==> config.mk <==
export PLATFORM = sky130hd
export DESIGN_NAME = fetch_unit_flat
export DESIGN_NICKNAME = d
export VERILOG_FILES = /design/src/rtl/fetch_unit_if.sv /design/src/rtl/fetch_unit.sv /design/src/flat_wrapper.sv
export SDC_FILE = /design/constraint.sdc
export NUM_CORES = 1
export LEC_CHECK = 0
export CORE_MARGIN = 2
export CORE_UTILIZATION = 51
export CTS_BUF_LIST = sky130_fd_sc_hd__clkbuf_8
export DETAILED_ROUTE_END_ITERATION = 10
export HOLD_SLACK_MARGIN = 0.03
export PLACE_DENSITY = 0.95
export SYNTH_ARGS = -nofsm -noshare
export SYNTH_HDL_FRONTEND = slang
export SYNTH_SLANG_ARGS = --single-unit
==> constraint.sdc <==
create_clock -name clk_ctrl -period 3.4 [get_ports clk_ctrl]
set_input_delay 0.68 -clock clk_ctrl [delete_from_list [all_inputs] [get_ports clk_ctrl]]
set_output_delay 0.68 -clock clk_ctrl [all_outputs]
set_load 0.02 [all_outputs]
==> src/rtl/fetch_unit_if.sv <==
// -----------------------------------------------------------------------------
// fetch_unit_if
// Bus bundle between the control state machine / memory side and the
// instruction-fetch datapath.
//
// Parameters
//   AW : address width (PC, operand field, memory address)
//   DW : data bus width (instruction is 2*DW wide)
//
// Signals
//   data     : memory/bus read data              (controller -> fetch unit)
//   load_ir  : capture current instruction byte  (controller -> fetch unit)
//   inc_pc   : PC += 1                           (controller -> fetch unit)
//   load_pc  : PC <= operand address             (controller -> fetch unit)
//   halt     : latch halted state                (controller -> fetch unit)
//   fetch    : 1 = address from PC, 0 = from IR  (controller -> fetch unit)
//   opcode   : IR[15:13]                         (fetch unit -> controller)
//   ir_addr  : IR[12:0] operand address          (fetch unit -> controller)
//   pc_addr  : current PC                        (fetch unit -> controller)
//   addr     : memory address                    (fetch unit -> memory)
//   ir_valid : full instruction held in IR       (fetch unit -> controller)
//   halted   : sticky halt status                (fetch unit -> controller)
//   pc_fault : PC overflow flag                  (fetch unit -> controller)
//
// Modports
//   master : controller / memory side
//   slave  : fetch_unit
// -----------------------------------------------------------------------------
interface fetch_unit_if #(
   parameter int AW = 13,
   parameter int DW = 8
);
   logic [DW-1:0] data;
   logic          load_ir;
   logic          inc_pc;
   logic          load_pc;
   logic          halt;
   logic          fetch;
   logic [2:0]    opcode;
   logic [AW-1:0] ir_addr;
   logic [AW-1:0] pc_addr;
   logic [AW-1:0] addr;
   logic          ir_valid;
   logic          halted;
   logic          pc_fault;

   modport master (
      output data, load_ir, inc_pc, load_pc, halt, fetch,
      input  opcode, ir_addr, pc_addr, addr, ir_valid, halted, pc_fault
   );

   modport slave (
      input  data, load_ir, inc_pc, load_pc, halt, fetch,
      output opcode, ir_addr, pc_addr, addr, ir_valid, halted, pc_fault
   );
endinterface

==> src/rtl/fetch_unit.sv <==
// -----------------------------------------------------------------------------
// fetch_unit
// Instruction-fetch datapath for the 8-bit-bus RISC CPU. Assembles the 16-bit
// instruction from two bus bytes (high byte first), keeps the program counter,
// and drives the memory address mux (PC side during fetch, operand field of IR
// otherwise). All state updates on the rising edge of clk_ctrl; the controller
// moves its strobes on the falling edge.
//
// Ports
//   clk_ctrl : control clock
//   rst_n    : asynchronous active-low reset
//   bus      : fetch_unit_if.slave (strobes/data in, decodes/address out)
//
// Optional feature (compile-time macro PC_WRAP_FAULT_EN)
//   defined   : an inc_pc at the top PC value sets sticky pc_fault, holds PC
//               and halts; a byte-fetch address pc+byte_sel that overflows
//               sets pc_fault on a load_ir edge without halting.
//   undefined : PC wraps silently, pc_fault is constant 0.
// -----------------------------------------------------------------------------
module fetch_unit #(
   parameter int AW = 13,
   parameter int DW = 8
) (
   input  logic         clk_ctrl,
   input  logic         rst_n,
   fetch_unit_if.slave  bus
);
   localparam int IW = 2 * DW;

   logic [IW-1:0] ir;
   logic [AW-1:0] pc;
   logic          byte_sel;   // 0 = next load_ir is the high byte
   logic          ir_valid;
   logic          halted;
   logic          pc_fault;

   // strobes only count while the unit is running
   logic          run;
   logic          wrap_halt;  // inc_pc at top of PC range traps instead of wrapping
   logic          fetch_ovf;  // byte address pc+byte_sel rolls past the top

   assign run = !halted;

`ifdef PC_WRAP_FAULT_EN
   logic pc_max;
   assign pc_max    = (pc == {AW{1'b1}});
   // load_pc outranks inc_pc, so a JUMP at the top address is not a fault
   assign wrap_halt = bus.inc_pc && !bus.load_pc && pc_max;
   assign fetch_ovf = bus.load_ir && byte_sel && pc_max;
`else
   assign wrap_halt = 1'b0;
   assign fetch_ovf = 1'b0;
`endif

   // ---------------------------------------------------------------------------
   // Instruction register byte assembly
   // ---------------------------------------------------------------------------
   always_ff @(posedge clk_ctrl or negedge rst_n) begin
      if (!rst_n) begin
         ir       <= '0;
         byte_sel <= 1'b0;
         ir_valid <= 1'b0;
      end else if (run && bus.load_ir) begin
         if (!byte_sel) begin
            ir[IW-1:DW] <= bus.data;
            byte_sel    <= 1'b1;
            ir_valid    <= 1'b0;
         end else begin
            ir[DW-1:0]  <= bus.data;
            byte_sel    <= 1'b0;
            ir_valid    <= 1'b1;
         end
      end
   end

   // ---------------------------------------------------------------------------
   // Program counter and halt latch
   // halt wins over everything, then load_pc, then inc_pc. load_pc uses the
   // operand field present before this edge, so a same-edge IR capture does
   // not leak into the jump target.
   // ---------------------------------------------------------------------------
   always_ff @(posedge clk_ctrl or negedge rst_n) begin
      if (!rst_n) begin
         pc     <= '0;
         halted <= 1'b0;
      end else if (run) begin
         if (bus.halt) begin
            halted <= 1'b1;
         end else if (bus.load_pc) begin
            pc <= ir[AW-1:0];
         end else if (bus.inc_pc) begin
            if (wrap_halt)
               halted <= 1'b1;
            else
               pc <= pc + {{(AW-1){1'b0}}, 1'b1};
         end
      end
   end

   // ---------------------------------------------------------------------------
   // Overflow flag
   // ---------------------------------------------------------------------------
`ifdef PC_WRAP_FAULT_EN
   always_ff @(posedge clk_ctrl or negedge rst_n) begin
      if (!rst_n)
         pc_fault <= 1'b0;
      else if (run && ((!bus.halt && wrap_halt) || fetch_ovf))
         pc_fault <= 1'b1;
   end
`else
   assign pc_fault = 1'b0;
`endif

   // ---------------------------------------------------------------------------
   // Outputs
   // ---------------------------------------------------------------------------
   assign bus.opcode   = ir[IW-1 -: 3];
   assign bus.ir_addr  = ir[AW-1:0];
   assign bus.pc_addr  = pc;
   assign bus.ir_valid = ir_valid;
   assign bus.halted   = halted;
   assign bus.pc_fault = pc_fault;

   // low byte lives at pc+1 while the increment is still in flight
   assign bus.addr = bus.fetch ? (pc + {{(AW-1){1'b0}}, byte_sel}) : ir[AW-1:0];

endmodule
==> src/flat_wrapper.sv <==
// flat-port wrapper written by rule: the top's interface ports become plain ports
module fetch_unit_flat 
#(
   parameter int AW = 13,
   parameter int DW = 8
)
  (clk_ctrl, rst_n, bus_data, bus_load_ir, bus_inc_pc, bus_load_pc, bus_halt, bus_fetch, bus_opcode, bus_ir_addr, bus_pc_addr, bus_addr, bus_ir_valid, bus_halted, bus_pc_fault);
  fetch_unit_if #(.AW(AW), .DW(DW)) bus_i ();
  input  logic clk_ctrl;
  input  logic rst_n;
  input wire logic [$bits(bus_i.data)-1:0] bus_data;
  input wire logic [$bits(bus_i.load_ir)-1:0] bus_load_ir;
  input wire logic [$bits(bus_i.inc_pc)-1:0] bus_inc_pc;
  input wire logic [$bits(bus_i.load_pc)-1:0] bus_load_pc;
  input wire logic [$bits(bus_i.halt)-1:0] bus_halt;
  input wire logic [$bits(bus_i.fetch)-1:0] bus_fetch;
  output wire logic [$bits(bus_i.opcode)-1:0] bus_opcode;
  output wire logic [$bits(bus_i.ir_addr)-1:0] bus_ir_addr;
  output wire logic [$bits(bus_i.pc_addr)-1:0] bus_pc_addr;
  output wire logic [$bits(bus_i.addr)-1:0] bus_addr;
  output wire logic [$bits(bus_i.ir_valid)-1:0] bus_ir_valid;
  output wire logic [$bits(bus_i.halted)-1:0] bus_halted;
  output wire logic [$bits(bus_i.pc_fault)-1:0] bus_pc_fault;
  assign bus_i.data = bus_data;
  assign bus_i.load_ir = bus_load_ir;
  assign bus_i.inc_pc = bus_inc_pc;
  assign bus_i.load_pc = bus_load_pc;
  assign bus_i.halt = bus_halt;
  assign bus_i.fetch = bus_fetch;
  assign bus_opcode = bus_i.opcode;
  assign bus_ir_addr = bus_i.ir_addr;
  assign bus_pc_addr = bus_i.pc_addr;
  assign bus_addr = bus_i.addr;
  assign bus_ir_valid = bus_i.ir_valid;
  assign bus_halted = bus_i.halted;
  assign bus_pc_fault = bus_i.pc_fault;
  fetch_unit #(.AW(AW), .DW(DW)) u_core (.clk_ctrl(clk_ctrl), .rst_n(rst_n), .bus(bus_i));
endmodule
=== Word-level counts from Yosys, hierarchy flattened ===
Index checks and enable logic that the tools add are counted.

* Input bits: 15
* Register bits: 32
* Output and inout port bits: 45
* Word-level logic and storage cells: 24

* Add/subtract/negate cells: 2
* Muxes and demuxes: 7
* Bitwise operators: 3
* Reductions and logical operators: 6

{| class="wikitable"
|+ Operators by type and width
! kind !! number
|-
| 13-bit 2-to-1 mux || 3
|-
| 13-bit by 1-bit adder with 13-bit output || 1
|-
| 13-bit by 1-bit adder with 13-bit output, second input constant || 1
|-
| 1-bit 2-to-1 mux || 4
|-
| 2-bit AND reduction || 2
|-
| 1-bit inverter || 3
|-
| 3-bit AND reduction || 1
|-
| 2-bit nonzero test || 1
|-
| 1-bit logical AND || 1
|-
| 1-bit logical NOT || 1
|}

=== Depth between registers and ports, before layout ===
Gate-level depths: netlist of the first run.

* Depth after elaboration: 3
* Mapped depth: 6
* Mapped depth without buffers: 6

=== Worst setup path before layout of the first run ===
No wires, ideal clock.

* Kind: register to output
* From: reg u_core.pc[0] (netlist: u_core.bus.pc_addr[0])
* To: out bus_addr[12]
* Slack: 0.867 ns
* Cell stages (with the launch flop): 7
* Required time: 2.720 ns
* Data arrival time: 1.853 ns
* Cell sequence: dfrtp_1 > ha_1 > ha_1 > nand4_1 > nor3_1 > xnor2_1 > a21oi_1

* Word-level cells in the longest chain between the ends: 2

{| class="wikitable"
|+ RTL lines
! item !! line !! RTL
|-
| start, declared || fetch_unit.sv:31 || <nowiki>logic [AW-1:0] pc;</nowiki>
|-
| start signal, assigned || fetch_unit.sv:90 || <nowiki>pc <= ir[AW-1:0];</nowiki>
|-
| start signal, assigned || fetch_unit.sv:95 || <nowiki>pc <= pc + {{(AW-1){1'b0}}, 1'b1};</nowiki>
|-
| 13-bit by 1-bit adder with 13-bit output || fetch_unit.sv:125 || <nowiki>assign bus.addr = bus.fetch ? (pc + {{(AW-1){1'b0}}, byte_sel}) : ir[AW-1:0];</nowiki>
|-
| 13-bit 2-to-1 mux || fetch_unit.sv:125 ||
|-
| end, declared || flat_wrapper.sv:20 || <nowiki>output wire logic [$bits(bus_i.addr)-1:0] bus_addr;</nowiki>
|}

No other way between the ends.

=== Worst setup path after layout of the first run ===
* From: reg u_core.byte_sel
* To: out bus_addr[12]

* Word-level cells in the longest chain between the ends: 2

{| class="wikitable"
|+ RTL lines
! item !! line !! RTL
|-
| start, declared || fetch_unit.sv:32 || <nowiki>logic byte_sel;</nowiki>
|-
| start signal, assigned || fetch_unit.sv:61 || <nowiki>byte_sel <= 1'b0;</nowiki>
|-
| start signal, assigned || fetch_unit.sv:66 || <nowiki>byte_sel <= 1'b1;</nowiki>
|-
| start signal, assigned || fetch_unit.sv:70 || <nowiki>byte_sel <= 1'b0;</nowiki>
|-
| 13-bit by 1-bit adder with 13-bit output || fetch_unit.sv:125 ||
|-
| 13-bit 2-to-1 mux || fetch_unit.sv:125 ||
|}

No other way between the ends.

==> results.toml, run 1 <==
[power_and_ir_drop]
p_leak_uw = 0.001069
power_density_mw_per_mm2 = 433.1
ir_drop_v = 0.0003575

[placed_design]
place.gp.congestion = 0.8538
hpwlAfterDp_mm = 3.522
io_buffers = 58
dp.cells = 294
post_dp_cell_area_sq_mm = 0.002477

[synthesis]
synth.top_cell.area_share_pct = 42.81
syn_nets = 216
synth_area_leader_cell = "dfrtp_1"
synthMuxAreaShare_pct = 12.98
seq_area_frac_synth_pct = 42.81
yosysWarnings = 0
netlist_instances = 197
synthAdderAreaFrac_pct = 2.676
synthXorXnorAreaFrac_pct = 5.619
yosys.area_share.simple_pct = 18.46
synth.avg_cell_area_sq_um = 9.495
syn_area_sq_mm = 0.001871
synth_cell_types = 39
synth_compound_area_share_pct = 13.24
synth_top_family_by_area = "simple AND/OR/NAND/NOR gates"
synth_area_leaders = "dfrtp_1 (43%), mux2_2 (11%), a21oi_1 (6.2%)"
synth-seq-cells = 32

[global_routing]
grt_pass1_vias = 1672
grt_pass1_wl_mm = 7.983
grt_util_all_layers_pct = 25.03
grt_max_degree = 33
antenna_found_initial = 0
grt_remaining_overflow = 0

[floorplan]
die-area_sq_mm = 0.004168
row_count = 22
fp.dieH_um = 64.56
die-width_um = 64.56
floorplan.io_pins = 60
core_area_sq_mm = 0.003606
start_util_pct = 51.87

[routing]
dr.pass1.iters = 4
met1Wirelength_mm = 2.062
wl_met3_um = 335
wire_per_inst_um = 16.32
routed-wl-met2_mm = 2.484
wirelength_mm = 4.929
routed.top_layer = "met4"
drc = 0
first_iter_violations = 135
vias = 1761
viasPerCell = 5.831
ant_nets = 0

[worst_setup_path]
endpoint_kind = "primary output"
crit_type = "reg2out"
start_kind = "register"
crit_arrival_ns = 2.56
cp.required_ns = 2.72
cp_max_fo = 5

[clock_tree]
cts_max_path_buffers = 2
cts_buffers = 5
cts_setup_buffers = 0
cts_tree = "yes"
insertion_delay_ns = 0.28
clock_sinks = 32
root_buffer = "clkbuf_8"
ctsHoldBuffers = 0
clkSlewWorstSetupHoldPaths_ns = 0.06
htreeDepth = 2

[worst_hold_path]
hold_class = "reg2reg"

[final_layout]
fillers = 261
finish.instance_area_sq_mm = 0.002608
antennaDiodeCount = 0
layout_commonest_cell = "clkdlybuf4s50_1"
synthToLayoutAreaGrowth_pct = 39.40
final_cells = 302
final_nets = 272
drive_above_1_share_pct = 14.17
final_cell_mix = "clkdlybuf4s50_1 (57), dfrtp_1 (31), a21oi_1 (23)"

[sta]
tightest_slew_ns = 0.6948
skew_ns = 0.006088
drv_slew = 0
slew_headroom_pct = 53.51
hold_viol = 0
timing.final.crit_share_pct = 95.19
fmax_ghz = 0.3090
fin_setup_tns_ns = 0
setup_viol = 0
rsz0062_at_grt = "no"
layout_min_cycle_time_ns = 3.236

[outcome]
outcome = "completed"

[run]
cap_violations = 0
where the power goes:
part	total (uW)	switching [uW]	internal (uW)	leakage (uW)
combinational	273	136	138	0.000608
sequential	463	50.5	413	0.000397
clock	393	135	258	0.0000645
flip-flops by register name (all words and copies together), names as in the netlist:
| name | count |
|---|---|
| u_core.bus.halted | 1 |
| u_core.bus.ir_valid | 1 |
| u_core.bus.pc_addr | 13 |
| u_core.byte_sel | 1 |
| u_core.ir | 16 |
timing repair:
| action | 4_1_cts | 5_1_grt |
|---|---|---|
| resized for setup | 0 | 2 |
| endpoints found under the hold margin | 0 | 0 |
| endpoints found under the setup margin | 0 | 3 |
cell usage after synthesis:
cell type  instances
nand3_1           10
clkbuf_1           6
dfrtp_1           32
buf_2              3
o311ai_1           2
nand3b_1           1
and2_1             1
conb_1             1
ha_1               4
mux2i_1            4
buf_1              1
buf_4              3
mux2_2            18
o21ai_0            7
o22ai_1            3
a2bb2oi_1          2
or3_1              3
nor3b_1            1
nor2_2             1
inv_1              2
a41o_2             1
clkinv_1           1
and3_2             1
nor3_1             3
a21oi_1           23
or2_4              1
nor2b_1            1
nand4_1            9
a32oi_1            2
xor2_1             5
o211ai_1           2
and4_1             1
or4_1              1
xnor2_1            7
and3_1             1
nor2_1            17
nand2b_1           1
nand3_2            1
nand2_1           14
critical path: stages (launching register included):
cell             delay (ns)
dfrtp_1                0.47
ha_1                   0.22
ha_1                   0.20
nand4_1                0.21
nor3_1                 0.28
xnor2_1                0.11
a21oi_1                0.15
clkdlybuf4s50_1        0.62
path summary, 6_finish.rpt:
check                                       from                     end  slack, ns  depth (start not counted)
max                              u_core.byte_sel            bus_addr[12]       0.16                          7
min                          u_core.bus.ir_valid     u_core.bus.ir_valid       0.48                          2
max reg2reg                u_core.bus.pc_addr[1]  u_core.bus.pc_addr[10]       1.36                          5
min reg2reg                  u_core.bus.ir_valid     u_core.bus.ir_valid       0.48                          2
max in group asynchronous                  rst_n   u_core.bus.pc_addr[0]       2.30                          2
min in group asynchronous                  rst_n   u_core.bus.pc_addr[2]       0.79                          2
layout make-up:
class | instances | area, sq um | area share (%)
clock inverters | 1 | 30.03 | 1.152
repair buffers | 62 | 613.1 | 23.51
well taps | 48 | 60.06 | 2.303
flip-flops and latches | 32 | 802.0 | 30.76
inverters | 3 | 11.26 | 0.4319
multi-input cells | 149 | 994.7 | 38.15
clock buffers | 7 | 96.34 | 3.695
kinds of logic after synthesis:
logic type	after synthesis
AO/OA/AOI/OAI	42
XOR/XNOR	12
adder cells (fa/ha/maj)	4
buffers and inverters	16
flip-flops	32
multiplexers	22
other	1
AND/OR/NAND/NOR	68
metrics by stage:
stage | power (uW) | util [%] | setup slack [ns] | hold slack, ns
CTS | 1133 | 72.21 | 0.06329 | 0.4855
floorplan | 598.6 | - | 0.8666 | 0.3844
global route | 1177 | 72.31 | 0.02981 | 0.5079
detailed placement | 740.3 | 68.70 | 0.3943 | 0.4691
finish | 1129 | 72.31 | 0.1636 | 0.4832
global placement | 731.5 | 68.70 | 0.4414 | 0.4684
layer usage:
layer  global-route usage (%)  vias to the layer above
met4                    7.181                        0
met1                    31.64                      859
met3                    5.382                        5
met2                    43.23                       72
met5                        0                        -
li1                         -                      825
Power figures use the tool's default switching activity.
==> run 2: changes to the inputs <==
--- a/config.mk
+++ b/config.mk
@@ -5,12 +5,11 @@
 export SDC_FILE = /design/constraint.sdc
 export NUM_CORES = 1
 export LEC_CHECK = 0
-export CORE_MARGIN = 2
 export CORE_UTILIZATION = 51
 export CTS_BUF_LIST = sky130_fd_sc_hd__clkbuf_8
 export DETAILED_ROUTE_END_ITERATION = 10
 export HOLD_SLACK_MARGIN = 0.03
-export PLACE_DENSITY = 0.95
+export PLACE_DENSITY = 0.87
 export SYNTH_ARGS = -nofsm -noshare
 export SYNTH_HDL_FRONTEND = slang
 export SYNTH_SLANG_ARGS = --single-unit
==> results.toml, run 2 (synthesis results as in run 1) <==
[global_routing]
grt_pass1_vias = 1724
grt_util_all_layers_pct = 28.50
antenna_found_initial = 0
grt_pass1_wl_mm = 8.645
grt_remaining_overflow = 0
grt_max_degree = 33

[sta]
hold_viol = 0
skew_ns = 0.008028
slew_headroom_pct = 54.45
tightest_slew_ns = 0.6807
fmax_ghz = 0.2984
layout_min_cycle_time_ns = 3.351
setup_viol = 0
worst_slack_ns = 0.04866
timing.final.crit_share_pct = 98.57
drv_slew = 0
rsz0062_at_grt = "yes"

[worst_hold_path]
hold_class = "reg2reg"

[worst_setup_path]
cp_max_fo = 5
endpoint_kind = "primary output"
rrSetupSlack_ns = 1.42
start_kind = "register"
cp.required_ns = 2.72
crit_type = "reg2out"
crit_arrival_ns = 2.67

[power_and_ir_drop]
ir_drop_v = 0.0002903
p_leak_uw = 0.001055
total_power_uw = 1065
power_density_mw_per_mm2 = 411.2

[routing]
drc = 0
met1Wirelength_mm = 2.111
ant_nets = 0
wire_per_inst_um = 17.72
wirelength_mm = 5.316
first_iter_violations = 196
dr.pass1.iters = 5
routed-wl-met2_mm = 2.613
routed.top_layer = "met4"
wl_met3_um = 471
viasPerCell = 6.110
vias = 1833

[floorplan]
fp.dieH_um = 62.56
row_count = 21
floorplan.io_pins = 60
die-area_sq_mm = 0.003914
core_area_sq_mm = 0.003416
start_util_pct = 54.76
die-width_um = 62.56

[placed_design]
io_buffers = 58
hpwlAfterDp_mm = 3.521
dp_slack_ns = 0.3796
place.gp.congestion = 0.8623

[run]
cap_violations = 0

[final_layout]
drive_above_1_share_pct = 14.57
largest_register_ffs = 16
largest_register = "u_core.ir"
antennaDiodeCount = 0
synthToLayoutAreaGrowth_pct = 38.39
final_nets = 273
layout_commonest_cell = "clkdlybuf4s50_1"
final_cell_mix = "clkdlybuf4s50_1 (58), dfrtp_1 (32), a21oi_1 (23)"
fillers = 239
final_util_pct = 75.79

[clock_tree]
root_buffer = "clkbuf_8"
htreeDepth = 2
clock_sinks = 32
clkSlewWorstSetupHoldPaths_ns = 0.06
cts_buffers = 5
insertion_delay_ns = 0.28
cts_max_path_buffers = 2
ctsHoldBuffers = 0
cts_tree = "yes"

[outcome]
outcome = "completed"
run 2: area by class of cell:
class                      instances  area (sq um)  share of cell area, %
multi-input combinational        149          1005                  38.81
clock buffer                       7         96.34                  3.722
inverter                           3         11.26                 0.4350
tap                               46         57.56                  2.223
sequential                        32         800.8                  30.93
timing repair buffer              63         618.1                  23.88
run 2: per-stage QoR:
stage | TNS [ns] | instance area, sq um | hold WS (ns) | cells
after detailed placement | 0 | 2482 | 0.4736 | 293
after global placement | 0 | 2482 | 0.4680 | 293
after global routing | -0.09338 | 2589 | 0.5234 | 300
after CTS | 0 | 2579 | 0.4946 | 300
after floorplan | 0 | 1871 | 0.3844 | 197
final | 0 | 2589 | 0.4910 | 300
run 2: per-layer routing:
metal,vias to the layer above,GRT usage [%]
met1,855,38.15
met5,-,0
met4,0,11.34
met2,136,45.79
met3,17,4.927
li1,825,-
run 2: worst paths after layout:
path	startpoint	to	depth (start not counted)
worst max register to register	u_core.bus.pc_addr[0]	u_core.bus.pc_addr[12]	6
worst min register to register	u_core.bus.ir_valid	u_core.bus.ir_valid	2
max in group asynchronous	rst_n	u_core.ir[2]	2
worst max-delay path	u_core.byte_sel	bus_addr[12]	7
min in group asynchronous	rst_n	u_core.bus.pc_addr[10]	2
worst min-delay path	u_core.bus.ir_valid	u_core.bus.ir_valid	2
run 2: where the power goes:
group | internal, uW | leakage (uW) | switching [uW]
Sequential | 412 | 0.000398 | 48.3
Combinational | 140 | 0.000607 | 142
Clock | 180 | 0.0000503 | 142
run 2: repair_timing:
item	in CTS	in global routing
gates resized for setup	0	2
buffers inserted	0	0
setup endpoints to repair	0	1
run 2: critical path: stages, from the launching register on:
cell,delay [ns]
dfrtp_1,0.47
ha_1,0.22
ha_1,0.21
nand4_1,0.28
nor3_2,0.31
xnor2_1,0.11
a21oi_1,0.17
clkdlybuf4s50_1,0.62
==> run 3: changes to the inputs <==
--- a/config.mk
+++ b/config.mk
@@ -5,11 +5,12 @@
 export SDC_FILE = /design/constraint.sdc
 export NUM_CORES = 1
 export LEC_CHECK = 0
-export CORE_UTILIZATION = 51
+export CORE_UTILIZATION = 61
 export CTS_BUF_LIST = sky130_fd_sc_hd__clkbuf_8
 export DETAILED_ROUTE_END_ITERATION = 10
+export DONT_BUFFER_PORTS = 1
 export HOLD_SLACK_MARGIN = 0.03
-export PLACE_DENSITY = 0.87
+export PLACE_DENSITY = 0.77
 export SYNTH_ARGS = -nofsm -noshare
 export SYNTH_HDL_FRONTEND = slang
 export SYNTH_SLANG_ARGS = --single-unit
==> results.toml, run 3 (synthesis results as in run 1) <==
[global_routing]
antenna_found_initial = 0
grt_pass1_vias = 1505
grt_max_degree = 33
grt_pass1_wl_mm = 7.038
grt_util_all_layers_pct = 28.37
grt_remaining_overflow = 0

[worst_setup_path]
crit_type = "reg2out"
cp_max_fo = 8
start_kind = "register"
rrSetupSlack_ns = 1.14
endpoint_kind = "primary output"
cp.required_ns = 2.72
crit_arrival_ns = 2.17

[sta]
timing.final.crit_share_pct = 83.94
fmax_ghz = 0.3504
layout_min_cycle_time_ns = 2.854
worst_slack_ns = 0.5459
fin_setup_tns_ns = 0
setup_viol = 0
slew_headroom_pct = 19.29
skew_ns = 0.005968
tightest_slew_ns = 1.198
rsz0062_at_grt = "no"
hold_viol = 0
hold_ws_ns = 0.07116
drv_slew = 0

[power_and_ir_drop]
total_power_uw = 988.5
ir_drop_v = 0.0004472
power_density_mw_per_mm2 = 500.4
p_leak_uw = 0.0008262

[routing]
viasPerCell = 6.653
first_iter_violations = 115
wirelength_mm = 4.340
drc = 4
vias = 1497
wire_per_inst_um = 19.29
dr.pass1.iters = 7
ant_nets = 0

[final_layout]
antennaDiodeCount = 0
largest_register = "u_core.ir"
final_cell_mix = "dfrtp_1 (32), a21oi_1 (23), mux2_2 (18)"
final_util_pct = 69.84
final_nets = 212
fillers = 231
synthToLayoutAreaGrowth_pct = 5.618
drive_above_1_share_pct = 17.01
largest_register_ffs = 16
layout_commonest_cell = "dfrtp_1"

[clock_tree]
cts_buffers = 5
root_buffer = "clkbuf_8"
clkSlewWorstSetupHoldPaths_ns = 0.08
htreeDepth = 2
cts_setup_buffers = 0
cts_max_path_buffers = 2
cts_tree = "yes"
insertion_delay_ns = 0.29
cts_resized = 0
clock_sinks = 32
ctsHoldBuffers = 0

[outcome]
outcome = "complete, but fails checks"
violations = "DRC"

[floorplan]
floorplan.io_pins = 60
core_area_sq_mm = 0.002829
die-width_um = 57.38
die-area_sq_mm = 0.003292
row_count = 19
fp.dieH_um = 57.38
start_util_pct = 66.12

[worst_hold_path]
hold_class = "in2async"

[run]
cap_violations = 0

[placed_design]
dp_slack_ns = 0.8605
hpwlAfterDp_mm = 3.118
io_buffers = 0
place.gp.congestion = 0.8718
## run 3: cell count changes in the layout (fill, tap and decap cells not counted), sizes merged
cell and change:
clkbuf -2, bufinv +1, clkinvlp +1, buf -3
inv +1, clkdlybuf4s50 -58
## run 3: final cells by class
| type | instances | area, sq um | area share, % |
|---|---|---|---|
| Multi-Input combinational cell | 149 | 994.7 | 50.35 |
| Timing Repair Buffer | 2 | 15.01 | 0.7600 |
| Tap cell | 31 | 38.79 | 1.963 |
| Clock buffer | 5 | 68.82 | 3.483 |
| Inverter | 3 | 11.26 | 0.5700 |
| Clock inverter | 3 | 46.29 | 2.343 |
| Sequential cell | 32 | 800.8 | 40.53 |
## run 3: final timing paths
check	from	end	cells after the start
worst min register to register	u_core.byte_sel	u_core.byte_sel	1
max in group asynchronous	rst_n	u_core.ir[12]	0
worst max-delay path	u_core.bus.pc_addr[1]	bus_addr[12]	5
worst max register to register	u_core.bus.halted	u_core.bus.pc_addr[10]	4
min in group clk_ctrl	bus_data[1]	u_core.ir[1]	1
worst min-delay path	rst_n	u_core.bus.pc_addr[3]	0
## run 3: routing by layer
metal / track usage [%] / vias to the layer above / wire length [um]
li1: - / 707 / -
met1: 36.77 / 712 / 1764
met2: 43.85 / 64 / 2137
met3: 7.937 / 14 / 334
met4: 13.94 / 0 / 104
met5: 0 / - / 0
## run 3: report_power, final
| group | internal [uW] | switching, uW |
|---|---|---|
| Clock | 221 | 156 |
| Sequential | 411 | 84.8 |
| Combinational | 48.0 | 68.0 |
## run 3: metrics by stage
step	area, sq um	std cells
3_3_place_gp	1861	217
5_1_grt	1976	225
2_1_floorplan	1871	197
4_1_cts	1976	225
6_report	1976	225
3_5_place_dp	1861	217
## run 3: worst max-delay path, cell delays in order (launching register included)
cell and delay, ns:
dfrtp_1 0.61, ha_1 0.28, nand4_1 0.21, nor3_1 0.30, xnor2_1 0.09, a21oi_1 0.39
